==> src/rtl/ex_muldiv.sv <==
// Iterative RV32M multiply/divide unit: radix-2 shift-add multiply, restoring divide,
// one bit per cycle, result held with its ROB tag until the CDB arbiter takes it.
module ex_muldiv #(
   parameter int XLEN      = 32,
   parameter int ROB_IDX_W = 4
) (
   input  logic                 clk_in,
   input  logic                 rst_in,
   input  logic                 rdy_in,
   input  logic                 flush_in,
   input  logic                 issue_valid_in,
   output logic                 issue_ready_out,
   input  logic [2:0]           op_in,
   input  logic [XLEN-1:0]      rs1_in,
   input  logic [XLEN-1:0]      rs2_in,
   input  logic [ROB_IDX_W-1:0] rob_pos_in,
   output logic                 out_valid_out,
   input  logic                 out_ready_in,
   output logic [XLEN-1:0]      res_out,
   output logic [ROB_IDX_W-1:0] rob_pos_out
);
   localparam int CW = $clog2(XLEN + 1);
   localparam logic [XLEN-1:0] INT_MIN = {1'b1, {(XLEN-1){1'b0}}};

   typedef enum logic [1:0] {
      ST_IDLE = 2'd0,
      ST_BUSY = 2'd1,
      ST_FIX  = 2'd2,
      ST_DONE = 2'd3
   } state_t;

   state_t                 state_r;
   logic [CW-1:0]          cnt_r;
   logic [2:0]             op_r;
   logic                   neg_a_r, neg_b_r;
   logic [2*XLEN-1:0]      acc_r;
   logic [XLEN-1:0]        opr_r;
   logic [ROB_IDX_W-1:0]   tag_r;
   logic                   out_valid_r;
   logic [XLEN-1:0]        res_r;
   logic [ROB_IDX_W-1:0]   rob_r;

   logic                   a_signed_s, b_signed_s, neg_a_s, neg_b_s;
   logic [XLEN-1:0]        mag_a_s, mag_b_s;
   logic                   div_zero_s, ovf_s, special_s, accept_s;
   logic [XLEN-1:0]        special_res_s;
   logic [XLEN:0]          mul_sum_s, div_tmp_s;
   logic [XLEN-1:0]        div_diff_s;
   logic [2*XLEN-1:0]      step_s, prod_s;
   logic [XLEN-1:0]        quo_s, rem_s, fix_res_s;

   assign issue_ready_out = (state_r == ST_IDLE) | ((state_r == ST_DONE) & out_ready_in);
   assign accept_s        = rdy_in & issue_valid_in & issue_ready_out & ~flush_in;
   assign out_valid_out   = out_valid_r;
   assign res_out         = res_r;
   assign rob_pos_out     = rob_r;

   // Operand signedness per funct3
   always_comb begin
      a_signed_s = 1'b0;
      b_signed_s = 1'b0;
      case (op_in)
         3'd1, 3'd4, 3'd6: begin
            a_signed_s = 1'b1;
            b_signed_s = 1'b1;
         end
         3'd2:    a_signed_s = 1'b1;
         default: a_signed_s = 1'b0;
      endcase
   end

   assign neg_a_s    = a_signed_s & rs1_in[XLEN-1];
   assign neg_b_s    = b_signed_s & rs2_in[XLEN-1];
   assign mag_a_s    = neg_a_s ? -rs1_in : rs1_in;
   assign mag_b_s    = neg_b_s ? -rs2_in : rs2_in;
   assign div_zero_s = op_in[2] & (rs2_in == {XLEN{1'b0}});
   assign ovf_s      = op_in[2] & ~op_in[0] & (rs1_in == INT_MIN) & (rs2_in == {XLEN{1'b1}});
   assign special_s  = div_zero_s | ovf_s;

   // Results of the cases that skip iteration (op_in[1] selects remainder)
   always_comb begin
      special_res_s = {XLEN{1'b0}};
      if (div_zero_s) begin
         special_res_s = op_in[1] ? rs1_in : {XLEN{1'b1}};
      end else if (ovf_s) begin
         special_res_s = op_in[1] ? {XLEN{1'b0}} : rs1_in;
      end else begin
         special_res_s = {XLEN{1'b0}};
      end
   end

   // One iteration: acc_r holds {hi, lo}; lo is multiplier or dividend/quotient
   always_comb begin
      mul_sum_s  = {1'b0, acc_r[2*XLEN-1:XLEN]} + (acc_r[0] ? {1'b0, opr_r} : {(XLEN+1){1'b0}});
      div_tmp_s  = {acc_r[2*XLEN-1:XLEN], acc_r[XLEN-1]};
      div_diff_s = div_tmp_s[XLEN-1:0] - opr_r;
      step_s     = {2*XLEN{1'b0}};
      if (op_r[2]) begin
         if (div_tmp_s >= {1'b0, opr_r}) begin
            step_s = {div_diff_s, acc_r[XLEN-2:0], 1'b1};
         end else begin
            step_s = {div_tmp_s[XLEN-1:0], acc_r[XLEN-2:0], 1'b0};
         end
      end else begin
         step_s = {mul_sum_s, acc_r[XLEN-1:1]};
      end
   end

   // Sign correction and half/quotient/remainder select
   always_comb begin
      prod_s    = (neg_a_r ^ neg_b_r) ? -acc_r : acc_r;
      quo_s     = (neg_a_r ^ neg_b_r) ? -acc_r[XLEN-1:0] : acc_r[XLEN-1:0];
      rem_s     = neg_a_r ? -acc_r[2*XLEN-1:XLEN] : acc_r[2*XLEN-1:XLEN];
      fix_res_s = {XLEN{1'b0}};
      case (op_r)
         3'd0:             fix_res_s = prod_s[XLEN-1:0];
         3'd1, 3'd2, 3'd3: fix_res_s = prod_s[2*XLEN-1:XLEN];
         3'd4, 3'd5:       fix_res_s = quo_s;
         default:          fix_res_s = rem_s;
      endcase
   end

   // Control FSM, iterative datapath and registered result
   always_ff @(posedge clk_in or negedge rst_in) begin
      if (!rst_in) begin
         state_r     <= ST_IDLE;
         cnt_r       <= {CW{1'b0}};
         op_r        <= 3'd0;
         neg_a_r     <= 1'b0;
         neg_b_r     <= 1'b0;
         acc_r       <= {2*XLEN{1'b0}};
         opr_r       <= {XLEN{1'b0}};
         tag_r       <= {ROB_IDX_W{1'b0}};
         out_valid_r <= 1'b0;
         res_r       <= {XLEN{1'b0}};
         rob_r       <= {ROB_IDX_W{1'b0}};
      end else if (rdy_in) begin
         if (flush_in) begin
            state_r     <= ST_IDLE;
            out_valid_r <= 1'b0;
         end else if (accept_s) begin
            op_r    <= op_in;
            neg_a_r <= neg_a_s;
            neg_b_r <= neg_b_s;
            tag_r   <= rob_pos_in;
            cnt_r   <= CW'(XLEN);
            acc_r   <= {{XLEN{1'b0}}, (op_in[2] ? mag_a_s : mag_b_s)};
            opr_r   <= op_in[2] ? mag_b_s : mag_a_s;
            if (special_s) begin
               state_r     <= ST_DONE;
               out_valid_r <= 1'b1;
               res_r       <= special_res_s;
               rob_r       <= rob_pos_in;
            end else begin
               state_r     <= ST_BUSY;
               out_valid_r <= 1'b0;
            end
         end else begin
            case (state_r)
               ST_BUSY: begin
                  acc_r <= step_s;
                  cnt_r <= cnt_r - CW'(1);
                  if (cnt_r == CW'(1)) begin
                     state_r <= ST_FIX;
                  end
               end
               ST_FIX: begin
                  state_r     <= ST_DONE;
                  out_valid_r <= 1'b1;
                  res_r       <= fix_res_s;
                  rob_r       <= tag_r;
               end
               ST_DONE: begin
                  if (out_ready_in) begin
                     state_r     <= ST_IDLE;
                     out_valid_r <= 1'b0;
                  end
               end
               default: state_r <= ST_IDLE;
            endcase
         end
      end
   end
endmodule

==> config.mk <==
export PLATFORM = sky130hd
export DESIGN_NAME = ex_muldiv
export DESIGN_NICKNAME = d
export VERILOG_FILES = /design/src/rtl/ex_muldiv.sv
export SDC_FILE = /design/constraint.sdc
export NUM_CORES = 1
export LEC_CHECK = 0
export CAP_MARGIN = 10
export CORE_UTILIZATION = 35
export CTS_BUF_LIST = sky130_fd_sc_hd__clkbuf_2 sky130_fd_sc_hd__clkbuf_4 sky130_fd_sc_hd__clkbuf_8
export CTS_CLUSTER_SIZE = 20
export DETAILED_ROUTE_END_ITERATION = 8
export PLACE_DENSITY = 0.55
export SYNTH_ARGS = -nofsm -noshare
export SYNTH_HDL_FRONTEND = slang
export SYNTH_SLANG_ARGS = --single-unit
==> constraint.sdc <==
create_clock -name clk_in -period 3.24 [get_ports clk_in]
set_input_delay 0.648 -clock clk_in [delete_from_list [all_inputs] [get_ports clk_in]]
set_output_delay 0.648 -clock clk_in [all_outputs]
set_load 0.05 [all_outputs]
---- Word-level counts from Yosys, hierarchy flattened ----
Index checks and enable logic that the tools add are counted.
storage, ports and cells
  bits in latches ......................... 0
  input bits .............................. 77
  RAM bits ................................ 0
  output and inout port bits .............. 38
  memory bits (read-only) ................. 0
  memories ................................ 0
  word-level logic and storage cells ...... 106
  register bits after elaboration ......... 150
operators by class
  shift-type cells ........................ 0
  $add $sub $neg .......................... 8
  muxes and demuxes ....................... 38
  multipliers ............................. 0
  equality and inequality tests ........... 18
  bitwise operators ....................... 15
  order comparisons ....................... 1
  div/mod/pow operators ................... 0
  reduce and logical (&&, ||, !) cells .... 15
operators by type and width
  kind                                                 number
  two-way mux 32 bit                                   14
  two-way mux 64 bit                                   5
  negation 32 bit                                      4
  one-hot mux 32 bit (3 select lines)                  1
  equality test 32 bit, second input constant          2
  negation 64 bit                                      1
  adder 32 x 32 -> 33 bit                              1
  greater-or-equal comparator 33 x 32 -> 1 bit         1
  logical NOT 32 bit                                   1
  subtractor 32 bit                                    1
  equality test 3 bit, second input constant           4
  two-way mux 4 bit                                    3
  two-way mux 6 bit                                    2
  AND reduction 3 bit                                  4
  AND 1 bit                                            10
  two-way mux 2 bit                                    5
  equality test 3 x 2 -> 1 bit, second input constant  3
  inequality test 4 bit, second input constant         2
  equality test 3 x 1 -> 1 bit, second input constant  2
  equality test 6 x 1 -> 1 bit, second input constant  1
  two-way mux 1 bit                                    6
  one-hot mux 2 bit (3 select lines)                   1
  OR reduction 3 bit                                   2
  subtractor 6 x 1 -> 6 bit, second input constant     1
  14 further kinds                                     18

---- Depth between registers and ports, before layout ----
  depth in word-level cells ............... 8
  gate-level depth with buffers ........... 16

---- Least setup slack after synthesis ----
No wires, ideal clock.
  kind .................................... register to register
  start ................................... register acc_r[0]
  end ..................................... register acc_r[61]
  path slack .............................. -335 ps
  buffers on the path ..................... 2
  stages on the path, launching flop included .. 16
  library setup time ...................... 110 ps
  arrival time ............................ 3465 ps
  cells stage by stage .................... dfrtp_1 -> clkbuf_1 -> inv_1 -> clkbuf_1 -> nor2_1 -> ha_1 -> a21o_1 -> a21o_1 -> a2111oi_0 -> nor3_1 -> o41ai_1 -> o31a_1 -> o21ai_0 -> xor2_1 -> nor2_1 -> o41ai_1
on the way
  word-level cells in the longest chain between the ends .. 5
ends and longest elaborated chain
  element                  RTL line  text
  start, declared          36        logic [2*XLEN-1:0] acc_r;
  start signal, assigned   131       acc_r <= {2*XLEN{1'b0}};
  start signal, assigned   147       acc_r <= {{XLEN{1'b0}}, (op_in[2] ? mag_a_s : mag_b_s)};
  start signal, assigned   161       acc_r <= step_s;
  two-way mux 32 bit       94        mul_sum_s = {1'b0, acc_r[2*XLEN-1:XLEN]} + (acc_r[0] ? {1'b0, opr_r} : {(XLEN+1){1'b0}});
  adder 32 x 32 -> 33 bit  94
  two-way mux 64 bit       98        if (op_r[2]) begin
  two-way mux 64 bit       159       case (state_r)
  two-way mux 64 bit       141       end else if (accept_s) begin
Every way passes these cells. The select of a mux whose other input is x is not followed.
A chain may end at the register's enable or synchronous reset.

---- Worst setup path after layout ----
  start ................................... register acc_r[32]
  end ..................................... register res_r[25] (netlist: res_out[25])
on the way
  word-level cells in the longest chain between the ends .. 5
  elaborated cells on any way between the ends .. 7
  classes of those cells .................. 2 x add/sub; 5 x mux
ends and longest elaborated chain
  element                                                   RTL line  text
  negation 64 bit or negation 32 bit (tied branches)        111, 113
  two-way mux 64 bit or two-way mux 32 bit (tied branches)  111, 113
  one-hot mux 32 bit (3 select lines) (*)                   115       case (op_r)
  two-way mux 32 bit (*)                                    159
  two-way mux 32 bit (*)                                    141
  end signal, assigned                                      135       res_r <= {XLEN{1'b0}};
  end signal, assigned                                      152       res_r <= special_res_s;
  end signal, assigned                                      170       res_r <= fix_res_s;
  end, declared                                             40        logic [XLEN-1:0] res_r;
Mark *: on every way between the ends. The rest lies on a longest branch, timed or not. The select of a mux whose other input is x is not followed.

==> flow_summary.ini <==
[synth]
syn_area_um2 = 15000
async_reset_ff_share_pct = 100
yosys_register_bits = 150
synth_edf_count = 0
synth_seq_area_share_pct = 25.1
ys.flop_type = dfrtp_1
ys_warn_count = 0
synth_area_per_cell_um2 = 7.55
synthCells = 1981
syn_nets = 2135
yosysUniqueCellTypes = 84

[worst_hold_path]
hold_path_class = input pin to async pin

[sta]
rsz0062_at_grt = true
clock_skew_ps = 22.6
worstMarginPinSlew_ps = 901
fmax_ghz = 0.297
setup_viol = 5
min_period_ps = 3370
period_share_pct = 104
hold_viol_final = 0
finalWorstSetupSlack_ps = -132
relSlewSlack_pct = 39.9
slew_violations = 0

[worst_setup_path]
end_kind = flip-flop
required_ps = 3640
path_delay_family = simple AND/OR/NAND/NOR gates
path_cells = buf_4 > buf_4 > or3_4 > or4_4 > nor2_4 > nand4_2 > or4b_4 > or3_4 > a31oi_4 > o32ai_2 > a21oi_2 > o221ai_2
cpMaxStageDelayCell = or4b_4
r2r-start = acc_r[32]
r2r_end = res_out[25]
cp_max_fo = 4
reg2reg_slack_ps = -130
path_class = flip-flop to flip-flop
r2r_cells = 12
startpoint_type = flip-flop
cp_data_arrival_time_ps = 3770
cpPeakStageDelay_ps = 530
critPathBufInv = 2

[detailed_routing]
drtPass1Iterations = 5
drc_errors = 0
ant_nets = 0
wire_per_inst_um = 20.5
routed_via_density = 5.55
drt_wl_total_mm = 61.0
via_count = 16600
drtIter0Drc = 1171

[clock_network]
hold_buffers = 0
cts_sinks = 150
clk_latency_ps = 530
clkTransAtPathRegs_ps = 90
cts_buffers = 17
htreeDepth = 4
tritoncts = done
ctsLongestPathBuffers = 2
cts-root-buf = clkbuf_8

[global_routing]
grt_use_total_pct = 27.5
grt_start_max_net_pins = 106
grt_pass1_wl_mm = 92.4
antenna_found_initial = 1
grt_overflow = 0
grt_pass1_vias = 16100

[die]
die_x_um = 209
rows = 75
die_h_um = 209
start_util_pct = 35.6
coreArea_um2 = 42000
io_pins = 115
die_area_um2 = 43600

[final_layout]
layout_common_cells = buf_4 (415), nor2_1 (226), nand2_1 (223)
final_cells = 2982
area_growth_pct = 41.5
fin_nets = 2583
final_common_cell = buf_4
drive_gt1_share_pct = 26.5

[place]
pre_cts_slack_ps = -612
place_inst = 2896
io_buffers = 114
gp_congestion = 0.947
hpwlAfterDp_mm = 47.3

[power_and_ir_drop]
powerDensity_nw_per_um2 = 945
ir_worst_vdd_mv = 0.460
p_leak_nw = 9.50
finalPower_w = 0.0200

[run]
maxCapViolCount = 0

[outcome]
violations = setup timing
status = finished, violations left
registers in the layout, indices dropped and copies added, names as in the netlist:
register / cells
acc_r: 64
cnt_r: 6
neg_a_r: 1
neg_b_r: 1
op_r: 3
opr_r: 32
out_valid_out: 1
res_out: 32
rob_pos_out: 4
state_r: 2
tag_r: 4
worst register-to-register path: cells and delay by family, from the launching register on:
family / cells / cell delay, ps
buf+inv: 2 / 270
compound gates: 4 / 580
simple gates: 6 / 1950
flops: 1 / 450
synthesized netlist by cell type, types with 7 or more instances:
cell | n | area [um^2]
o22ai_1 | 7 | 43.8
nor2b_1 | 13 | 81.3
nor4_1 | 15 | 93.8
buf_2 | 7 | 35.0
o21bai_1 | 11 | 82.6
a22oi_1 | 15 | 113
nor3_1 | 36 | 180
xor2_1 | 75 | 657
o21ai_0 | 196 | 981
nand3_1 | 21 | 105
xnor2_1 | 122 | 1070
a222oi_1 | 10 | 100
nand2_1 | 229 | 860
and3_1 | 9 | 56.3
mux2i_1 | 61 | 611
or4_1 | 12 | 90.1
ha_1 | 75 | 938
a21o_1 | 36 | 270
nor2_1 | 234 | 878
buf_1 | 11 | 41.3
o211ai_1 | 40 | 300
dfrtp_1 | 150 | 3750
nand4_1 | 18 | 113
a221oi_1 | 9 | 78.8
clkbuf_1 | 109 | 409
and2_1 | 7 | 43.8
o41ai_1 | 13 | 114
nand2b_1 | 16 | 100
inv_1 | 69 | 259
a31oi_1 | 11 | 68.8
o21ai_1 | 8 | 40.0
o21a_1 | 8 | 60.1
a21oi_1 | 159 | 796
o31ai_1 | 23 | 173
o221ai_1 | 26 | 228
or3_1 | 15 | 93.8
a211oi_1 | 7 | 52.6
mux2_2 | 12 | 135
stage by stage:
stage          util, %  hold slack, ps  cell area (um^2)  setup TNS [ps]
5_1_grt           50.3             122             21200           -1270
3_5_place_dp      46.1             468             19400          -27890
3_3_place_gp      46.1             453             19400          -28790
6_report          50.3            88.6             21200            -253
2_1_floorplan        -             352             15000           -25.0
4_1_cts           48.3            85.8             20300            -135
how the worst max path moves through the flow:
| stage | startpoint | endpoint | slack (ps) | cells after the start |
|---|---|---|---|---|
| 3_5_place_dp | rs1_in[5] | res_out[29] | -610 | 12 |
| 4_1_cts | acc_r[32] | acc_r[63] | -60 | 13 |
| 2_1_floorplan | acc_r[0] | acc_r[61] | -20 | 15 |
| 5_1_grt | acc_r[32] | res_out[25] | -190 | 12 |
| 6_report | acc_r[32] | res_out[25] | -130 | 12 |
| 3_3_place_gp | rs1_in[5] | res_out[16] | -620 | 12 |
cell type report:
type                    count  area, um^2
diodes                      1        2.50
clock buffers              19         249
clock inverters            13         124
fillers                  4103       20900
inverters                  69         259
multi-input cells        1635       11300
flip-flops and latches    150        3760
well taps                 539         674
repair buffers            556        4760
power breakdown:
group | leakage [nW] | switching (W) | internal [W]
sequential | 1.93 | 0.000782 | 0.00261
combinational | 7.39 | 0.00839 | 0.00673
clock | 0.184 | 0.000861 | 0.000630
total | 9.50 | 0.0100 | 0.00997
cells by family (layout without fill, tap and decap cells):
logic type	after synthesis	in the layout	share of synthesized area [%]
adder cells (fa/ha/maj)	77	77	6.54
flip-flops	150	150	25.1
buffers and inverters	197	657	5.05
AO/OA/AOI/OAI	626	626	26.5
AND/OR/NAND/NOR	661	662	20.3
XOR/XNOR	197	197	11.5
multiplexers	73	73	4.99
other	0	1	0
routing by layer:
| metal | wire [um] | track usage, % | vias to the layer above |
|---|---|---|---|
| met2 | 28400 | 45.1 | 532 |
| met4 | 2010 | 11.0 | 0 |
| met5 | 0 | 0 | - |
| met3 | 3250 | 3.44 | 89 |
| li1 | - | - | 8025 |
| met1 | 27300 | 36.5 | 7911 |
timing repair:
| item | 4_1_cts | 5_1_grt |
|---|---|---|
| buffers inserted | 25 | 25 |
| cloned | 2 | 3 |
| pin swaps | 43 | 67 |
| resized for setup | 85 | 138 |
| endpoints found under the setup margin | 55 | 61 |
Power figures use the tool's default switching activity.
